File: src/rtl/tile_scheduler_pkg.sv
// rtl/tile_scheduler_pkg.sv - shared state type and width defaults for the tile scheduler
package tile_sched_pkg;

  localparam int ADDR_WIDTH_DEF = 8;
  localparam int CNT_WIDTH_DEF  = 8;
  localparam int TMO_WIDTH_DEF  = 16;

  typedef enum logic [2:0] {
    ST_IDLE  = 3'd0,
    ST_CLEAR = 3'd1,
    ST_ROUTE = 3'd2,
    ST_WAIT  = 3'd3,
    ST_NEXT  = 3'd4,
    ST_FIN   = 3'd5,
    ST_ABORT = 3'd6
  } tile_sched_state_t;

endpackage

File: src/rtl/tile_scheduler_if.sv
// rtl/tile_scheduler_if.sv - host/CSR and core-control signal bundle of the tile scheduler
interface tile_scheduler_if import tile_sched_pkg::*; #(
  parameter int ADDR_WIDTH = ADDR_WIDTH_DEF,
  parameter int CNT_WIDTH  = CNT_WIDTH_DEF,
  parameter int TMO_WIDTH  = TMO_WIDTH_DEF
);
  logic                  i_start;
  logic                  i_abort;
  logic [CNT_WIDTH-1:0]  i_cfg_sp_tiles;
  logic [CNT_WIDTH-1:0]  i_cfg_ch_tiles;
  logic [ADDR_WIDTH-1:0] i_cfg_route_size;
  logic [TMO_WIDTH-1:0]  i_cfg_timeout;
  logic                  i_core_done;
  logic                  o_reg_clear;
  logic                  o_route_en;
  logic [ADDR_WIDTH-1:0] o_route_size;
  logic [CNT_WIDTH-1:0]  o_sp_idx;
  logic [CNT_WIDTH-1:0]  o_ch_idx;
  logic                  o_busy;
  logic                  o_done;
  logic                  o_tmo_err;

  modport master (
    output i_start, i_abort, i_cfg_sp_tiles, i_cfg_ch_tiles, i_cfg_route_size,
           i_cfg_timeout, i_core_done,
    input  o_reg_clear, o_route_en, o_route_size, o_sp_idx, o_ch_idx, o_busy,
           o_done, o_tmo_err
  );

  modport slave (
    input  i_start, i_abort, i_cfg_sp_tiles, i_cfg_ch_tiles, i_cfg_route_size,
           i_cfg_timeout, i_core_done,
    output o_reg_clear, o_route_en, o_route_size, o_sp_idx, o_ch_idx, o_busy,
           o_done, o_tmo_err
  );

endinterface

File: src/rtl/tile_scheduler_index_counter.sv
// rtl/tile_scheduler_index_counter.sv - two-level nested tile index counter (inner wraps into outer)
module tile_index_counter #(
  parameter int CNT_WIDTH = 8
) (
  input  logic                 i_clk,
  input  logic                 i_nrst,
  input  logic                 en,
  input  logic                 clr,
  input  logic [CNT_WIDTH-1:0] max_inner,
  input  logic [CNT_WIDTH-1:0] max_outer,
  output logic [CNT_WIDTH-1:0] idx_inner,
  output logic [CNT_WIDTH-1:0] idx_outer,
  output logic                 last
);

  logic [CNT_WIDTH-1:0] inner_q, inner_d;
  logic [CNT_WIDTH-1:0] outer_q, outer_d;

  always_comb begin
    inner_d = inner_q;
    outer_d = outer_q;
    if (clr) begin
      inner_d = '0;
      outer_d = '0;
    end else if (en) begin
      if (inner_q == max_inner) begin
        inner_d = '0;
        // Outer saturates at its max so the index never runs past the last tile
        if (outer_q != max_outer) outer_d = outer_q + CNT_WIDTH'(1);
      end else begin
        inner_d = inner_q + CNT_WIDTH'(1);
      end
    end
  end

  always_ff @(posedge i_clk or negedge i_nrst) begin
    if (!i_nrst) begin
      inner_q <= '0;
      outer_q <= '0;
    end else begin
      inner_q <= inner_d;
      outer_q <= outer_d;
    end
  end

  assign idx_inner = inner_q;
  assign idx_outer = outer_q;
  assign last      = (inner_q == max_inner) && (outer_q == max_outer);

endmodule

File: src/rtl/tile_scheduler.sv
// rtl/tile_scheduler.sv - sequences the compute core over spatial x channel tiles of one layer
module tile_scheduler import tile_sched_pkg::*; #(
  parameter int ADDR_WIDTH = ADDR_WIDTH_DEF,
  parameter int CNT_WIDTH  = CNT_WIDTH_DEF,
  parameter int TMO_WIDTH  = TMO_WIDTH_DEF
) (
  input logic              i_clk,
  input logic              i_nrst,
  tile_scheduler_if.slave  bus
);

  tile_sched_state_t     state_q, state_d;
  logic [CNT_WIDTH-1:0]  sp_tiles_q, sp_tiles_d;
  logic [CNT_WIDTH-1:0]  ch_tiles_q, ch_tiles_d;
  logic [ADDR_WIDTH-1:0] route_size_q, route_size_d;
  logic [TMO_WIDTH-1:0]  timeout_q, timeout_d;
  logic [TMO_WIDTH-1:0]  wd_cnt_q, wd_cnt_d;
  logic                  tmo_err_q, tmo_err_d;
  logic                  reg_clear_q, reg_clear_d;
  logic                  route_en_q, route_en_d;
  logic                  busy_q, busy_d;
  logic                  done_q, done_d;

  logic                  idx_en;
  logic                  idx_clr;
  logic                  idx_last;
  logic [CNT_WIDTH-1:0]  sp_idx;
  logic [CNT_WIDTH-1:0]  ch_idx;

  tile_index_counter #(.CNT_WIDTH(CNT_WIDTH)) u_idx (
    .i_clk     (i_clk),
    .i_nrst    (i_nrst),
    .en        (idx_en),
    .clr       (idx_clr),
    .max_inner (ch_tiles_q - CNT_WIDTH'(1)),
    .max_outer (sp_tiles_q - CNT_WIDTH'(1)),
    .idx_inner (ch_idx),
    .idx_outer (sp_idx),
    .last      (idx_last)
  );

  always_comb begin
    state_d      = state_q;
    sp_tiles_d   = sp_tiles_q;
    ch_tiles_d   = ch_tiles_q;
    route_size_d = route_size_q;
    timeout_d    = timeout_q;
    wd_cnt_d     = wd_cnt_q;
    tmo_err_d    = tmo_err_q;
    idx_en       = 1'b0;
    idx_clr      = 1'b0;

    unique case (state_q)
      ST_IDLE: begin
        if (bus.i_start && !bus.i_abort) begin
          sp_tiles_d   = bus.i_cfg_sp_tiles;
          ch_tiles_d   = bus.i_cfg_ch_tiles;
          route_size_d = bus.i_cfg_route_size;
          timeout_d    = bus.i_cfg_timeout;
          tmo_err_d    = 1'b0;
          idx_clr      = 1'b1;
          state_d      = (bus.i_cfg_sp_tiles == '0 || bus.i_cfg_ch_tiles == '0)
                         ? ST_FIN : ST_CLEAR;
        end
      end
      ST_CLEAR: state_d = bus.i_abort ? ST_ABORT : ST_ROUTE;
      ST_ROUTE: begin
        wd_cnt_d = '0;
        state_d  = bus.i_abort ? ST_ABORT : ST_WAIT;
      end
      ST_WAIT: begin
        // Abort outranks a same-cycle core done or watchdog expiry
        if (bus.i_abort) begin
          state_d = ST_ABORT;
        end else if (bus.i_core_done) begin
          state_d = ST_NEXT;
        end else begin
          wd_cnt_d = wd_cnt_q + TMO_WIDTH'(1);
          if (timeout_q != '0 && wd_cnt_q == timeout_q - TMO_WIDTH'(1)) begin
            tmo_err_d = 1'b1;
            state_d   = ST_ABORT;
          end
        end
      end
      ST_NEXT: begin
        if (bus.i_abort) begin
          state_d = ST_ABORT;
        end else if (idx_last) begin
          state_d = ST_FIN;
        end else begin
          idx_en  = 1'b1;
          state_d = ST_CLEAR;
        end
      end
      ST_FIN:   state_d = ST_IDLE;
      ST_ABORT: state_d = ST_IDLE;
      default:  state_d = ST_IDLE;
    endcase

    reg_clear_d = (state_d == ST_CLEAR) || (state_d == ST_ABORT);
    route_en_d  = (state_d == ST_ROUTE);
    done_d      = (state_d == ST_FIN);
    busy_d      = (state_d != ST_IDLE);
  end

  always_ff @(posedge i_clk or negedge i_nrst) begin
    if (!i_nrst) begin
      state_q      <= ST_IDLE;
      sp_tiles_q   <= '0;
      ch_tiles_q   <= '0;
      route_size_q <= '0;
      timeout_q    <= '0;
      wd_cnt_q     <= '0;
      tmo_err_q    <= 1'b0;
      reg_clear_q  <= 1'b0;
      route_en_q   <= 1'b0;
      busy_q       <= 1'b0;
      done_q       <= 1'b0;
    end else begin
      state_q      <= state_d;
      sp_tiles_q   <= sp_tiles_d;
      ch_tiles_q   <= ch_tiles_d;
      route_size_q <= route_size_d;
      timeout_q    <= timeout_d;
      wd_cnt_q     <= wd_cnt_d;
      tmo_err_q    <= tmo_err_d;
      reg_clear_q  <= reg_clear_d;
      route_en_q   <= route_en_d;
      busy_q       <= busy_d;
      done_q       <= done_d;
    end
  end

  assign bus.o_reg_clear  = reg_clear_q;
  assign bus.o_route_en   = route_en_q;
  assign bus.o_route_size = route_size_q;
  assign bus.o_sp_idx     = sp_idx;
  assign bus.o_ch_idx     = ch_idx;
  assign bus.o_busy       = busy_q;
  assign bus.o_done       = done_q;
  assign bus.o_tmo_err    = tmo_err_q;

endmodule

File: src/flat_wrapper.sv
// flat-port wrapper written by rule: the top's interface ports become plain ports
module tile_scheduler_flat import tile_sched_pkg::*;
#(
  parameter int ADDR_WIDTH = ADDR_WIDTH_DEF,
  parameter int CNT_WIDTH  = CNT_WIDTH_DEF,
  parameter int TMO_WIDTH  = TMO_WIDTH_DEF
)
  (i_clk, i_nrst, bus_i_start, bus_i_abort, bus_i_cfg_sp_tiles, bus_i_cfg_ch_tiles, bus_i_cfg_route_size, bus_i_cfg_timeout, bus_i_core_done, bus_o_reg_clear, bus_o_route_en, bus_o_route_size, bus_o_sp_idx, bus_o_ch_idx, bus_o_busy, bus_o_done, bus_o_tmo_err);
  tile_scheduler_if #(.ADDR_WIDTH(ADDR_WIDTH), .CNT_WIDTH(CNT_WIDTH), .TMO_WIDTH(TMO_WIDTH)) bus_i ();
  input logic i_clk;
  input logic i_nrst;
  input wire logic [$bits(bus_i.i_start)-1:0] bus_i_start;
  input wire logic [$bits(bus_i.i_abort)-1:0] bus_i_abort;
  input wire logic [$bits(bus_i.i_cfg_sp_tiles)-1:0] bus_i_cfg_sp_tiles;
  input wire logic [$bits(bus_i.i_cfg_ch_tiles)-1:0] bus_i_cfg_ch_tiles;
  input wire logic [$bits(bus_i.i_cfg_route_size)-1:0] bus_i_cfg_route_size;
  input wire logic [$bits(bus_i.i_cfg_timeout)-1:0] bus_i_cfg_timeout;
  input wire logic [$bits(bus_i.i_core_done)-1:0] bus_i_core_done;
  output wire logic [$bits(bus_i.o_reg_clear)-1:0] bus_o_reg_clear;
  output wire logic [$bits(bus_i.o_route_en)-1:0] bus_o_route_en;
  output wire logic [$bits(bus_i.o_route_size)-1:0] bus_o_route_size;
  output wire logic [$bits(bus_i.o_sp_idx)-1:0] bus_o_sp_idx;
  output wire logic [$bits(bus_i.o_ch_idx)-1:0] bus_o_ch_idx;
  output wire logic [$bits(bus_i.o_busy)-1:0] bus_o_busy;
  output wire logic [$bits(bus_i.o_done)-1:0] bus_o_done;
  output wire logic [$bits(bus_i.o_tmo_err)-1:0] bus_o_tmo_err;
  assign bus_i.i_start = bus_i_start;
  assign bus_i.i_abort = bus_i_abort;
  assign bus_i.i_cfg_sp_tiles = bus_i_cfg_sp_tiles;
  assign bus_i.i_cfg_ch_tiles = bus_i_cfg_ch_tiles;
  assign bus_i.i_cfg_route_size = bus_i_cfg_route_size;
  assign bus_i.i_cfg_timeout = bus_i_cfg_timeout;
  assign bus_i.i_core_done = bus_i_core_done;
  assign bus_o_reg_clear = bus_i.o_reg_clear;
  assign bus_o_route_en = bus_i.o_route_en;
  assign bus_o_route_size = bus_i.o_route_size;
  assign bus_o_sp_idx = bus_i.o_sp_idx;
  assign bus_o_ch_idx = bus_i.o_ch_idx;
  assign bus_o_busy = bus_i.o_busy;
  assign bus_o_done = bus_i.o_done;
  assign bus_o_tmo_err = bus_i.o_tmo_err;
  tile_scheduler #(.ADDR_WIDTH(ADDR_WIDTH), .CNT_WIDTH(CNT_WIDTH), .TMO_WIDTH(TMO_WIDTH)) u_core (.i_clk(i_clk), .i_nrst(i_nrst), .bus(bus_i));
endmodule
File: config.mk
export PLATFORM = sky130hd
export DESIGN_NAME = tile_scheduler_flat
export DESIGN_NICKNAME = d
export VERILOG_FILES = /design/src/rtl/tile_scheduler_pkg.sv /design/src/rtl/tile_scheduler_if.sv /design/src/rtl/tile_scheduler_index_counter.sv /design/src/rtl/tile_scheduler.sv /design/src/flat_wrapper.sv
export SDC_FILE = /design/constraint.sdc
export NUM_CORES = 1
export LEC_CHECK = 0
export ABC_AREA = 0
export CAP_MARGIN = 20
export CORE_MARGIN = 3
export CORE_UTILIZATION = 58
export CTS_BUF_LIST = sky130_fd_sc_hd__clkbuf_16
export DETAILED_ROUTE_END_ITERATION = 8
export PLACE_DENSITY = 0.83
export SLEW_MARGIN = 0
export SYNTH_ARGS = -nofsm -noshare
export SYNTH_HDL_FRONTEND = slang
export SYNTH_SLANG_ARGS = --single-unit
File: constraint.sdc
create_clock -name i_clk -period 6.3 [get_ports i_clk]
set_clock_uncertainty 0.15 [all_clocks]
set_input_delay 0.63 -clock i_clk [delete_from_list [all_inputs] [get_ports i_clk]]
set_output_delay 0.63 -clock i_clk [all_outputs]
set_load 0.02 [all_outputs]
==> impl_results.md <==
* Slew Limit Fails at 0
* Startpoint Class: flop
* Worst R2R End: u_core.bus.o_busy
* Maximum VDD drop at 0.188 mV
* NumNets Final at 650
* Power per cell area at 422 nW/um^2
* Req. time, crit path at 6360 ps
* Reg2Reg Setup Slack at 3250 ps
* Cell area after synthesis at 4610 um^2
* DR vias/cell at 5.79
* Fraction of layout cells with a size suffix above 1 at 5.30%
* PostCTS Resize Cnt at 0
* Normalized max-slew margin at 34.1%
* Clock Latency Late Sink at 340 ps
* Most frequent cells in the layout: 136 x nand2_1, 80 x dfrtp_1, 72 x clkdlybuf4s50_1
* Top delay family on crit path: simple AND/OR/NAND/NOR gates
* Clk slew on worst S/H paths at 60 ps
* Primary FF master, synth: dfrtp_1
* Die W at 95.2 um
* Die Y at 95.2 um
* Die footprint at 9060 um^2
* Yosys warns at 0
* Number of global-route vias before repair at 4033
* Worst EP arrival at 3120 ps
* Seq/Total Area, Yosys at 43.4%
* Core area at 7490 um^2
* RSZ-0062 raised after global routing: no
* First-pass GRT wire length at 18700 um
* Post-CTS Setup Repair Bufs at 0
* Ant. Diodes at 0
* Hold_buf cts at 0
* Cells after synthesis at 535
* Clk sinks at 80
* Final hold slack at 293 ps
* Routed Antenna Nets at 0
* Overall routing resource usage at 26.3%
* Crit Path Max Fanout at 6
* Final TNS setup at 0 ps
* Reg-to-reg startpoint: u_core.timeout_q[3]
* Routed via count at 4067
* EDFF count, synth at 0
* WL per Instance at 15.9 um
* Grt total ovfl at 0
* Syn-to-layout area delta at 23.1%
* Post-synthesis async set-or-reset flop share at 100%
* Post-synthesis register bit count at 80
* Avg Synthesized Cell Area at 8.62 um^2
* Largest net degree at the start of global routing at 81
* Outcome: complete, no violations
* Hpwl dp at 7650 um
* Cells along the critical path: nor4_1 > nand3_1 > a211o_1 > a22o_1 > nor4_2 > o21ai_1 > or3_1
* DRT iter0 DRCs at 267
* Final WL at 11200 um
* Crit-path slowest cell: nor4_1
* DP Worst Slack at 3130 ps
* Initial antenna violation count at 0
* Min Clock Period, post-route at 3050 ps
* CTS Buf Count at 9
* Leak Pwr at 2.50 nW
* H-tree Lvls at 3
* Row cnt at 31
* Ports at 74
* F_max at 328 MHz
* CTS Root Cell: clkbuf_16
* R2R cell count at 7
* CP peak stage delay at 690 ps
* Critical path origin: u_core.timeout_q[3]
* Starting Density at 61.6%
* RD Place Congestion at 0.905
* Final Hold Viols at 0
* Max Root-Sink Buffers at 2
* Syn Nets at 586
* CP bufs+invs at 0
* CTS tree: built
* CP Class: reg -> reg
* Max Cap Viol at 0
* DRC viols at 0
* CP Capture Type: flop
* Leading cell type in the layout, fill and taps excluded: nand2_1
* Worst hold path type: in -> async
* Worst slew pin tran at 988 ps
* Distinct cells, synth at 61
* Drt pass-1 iters at 5
* Final worst-path cycle share at 48.5%
* Stages on worst setup path at 7
* Final Setup Violations at 0
* Fin worst setup slack at 3250 ps
* # port buffers at 73
[power by group]
part	leakage [nW]	total, mW	internal, mW	switching, mW
Combinational	1.32	1.01	0.447	0.559
Clock	0.134	0.493	0.271	0.222
Sequential	1.04	0.896	0.672	0.224
Total	2.50	2.40	1.39	1.01
[area by class of cell]
class	instances	area, um^2
multi-input cells	419	2470
clock inverters	7	55.1
well taps	99	124
flip-flops and latches	80	2000
repair buffers	75	743
clock buffers	9	225
inverters	14	52.6
fillers	542	1810
[registers in the layout, indices dropped and copies added (netlist names)]
name                     count
u_core.u_idx.idx_outer       8
u_core.bus.o_busy            1
u_core.wd_cnt_q             16
u_core.bus.o_route_en        1
u_core.sp_tiles_q            8
u_core.bus.o_route_size      8
u_core.state_q               3
u_core.u_idx.idx_inner       8
u_core.timeout_q            16
u_core.ch_tiles_q            8
u_core.bus.o_done            1
u_core.bus.o_tmo_err         1
u_core.bus.o_reg_clear       1
[logic make-up (layout without fill, tap and decap cells)]
group	Yosys count	in the layout	synth area share (%)
buf+inv	36	105	2.96
simple gates	279	279	28.6
flops	80	80	43.4
compound gates	75	75	12.0
mux	4	4	0.868
xor+xnor	55	55	10.4
fa+ha+maj	6	6	1.63
[per-stage QoR]
stage / std cells / util, % / cell area (um^2) / total power, mW
after floorplan: 535 / - / 4610 / 1.56
after global placement: 686 / 72.0 / 5390 / 1.83
after detailed placement: 686 / 72.0 / 5390 / 1.88
after CTS: 702 / 75.7 / 5670 / 2.39
after global routing: 703 / 75.8 / 5680 / 2.56
final: 703 / 75.8 / 5680 / 2.40
[worst reg2reg max path: cells and delay by family, from the launching register on]
kind,cells,cell delay [ps]
and+or+nand+nor,4,1640
AOI/OAI and AO/OA,3,700
DFF,1,450
[per-layer routing]
layer / track usage (%) / wire, um
met1: 34.6 / 4890
met2: 43.0 / 5310
met3: 6.55 / 722
met4: 8.29 / 238
met5: 0 / 0
[worst max-delay path by stage]
| stage | slack [ps] | to |
|---|---|---|
| after global routing | 3070 | u_core.bus.o_reg_clear |
| after CTS | 3240 | u_core.u_idx.idx_outer[1] |
| after floorplan | 3540 | u_core.bus.o_busy |
| final | 3250 | u_core.bus.o_busy |
| after global placement | 3180 | u_core.bus.o_busy |
| after detailed placement | 3130 | u_core.bus.o_busy |
[cells in the mapped netlist, drive strengths merged, types with 2 or more instances]
master   number  area (um^2)
nand2       136          510
dfrtp        80         2000
nor2         40          150
xnor2        32          280
o21ai        24          120
xor2         23          201
clkbuf       19         71.3
nand3        19         95.1
nor3         17         90.1
inv          14         52.6
a21oi        11         66.3
nand4        11         68.8
nor4         10         68.8
nand2b        8         50.1
and3          6         37.5
ha            6         75.1
or3           6         37.5
a31oi         5         31.3
or4           5         45.0
a21o          4         30.0
and4          4         35.0
mux2i         4         40.0
a2111oi       3         30.0
a211o         3         26.3
a32o          3         30.0
buf           3         12.5
nand3b        3         22.5
nor2b         3         18.8
a22oi         2         15.0
nor3b         2         15.0
o2111ai       2         35.0
o211ai        2         15.0
o221ai        2         17.5
o311ai        2         17.5
or2           2         12.5
Note: power is estimated with default switching activity, not from simulation.
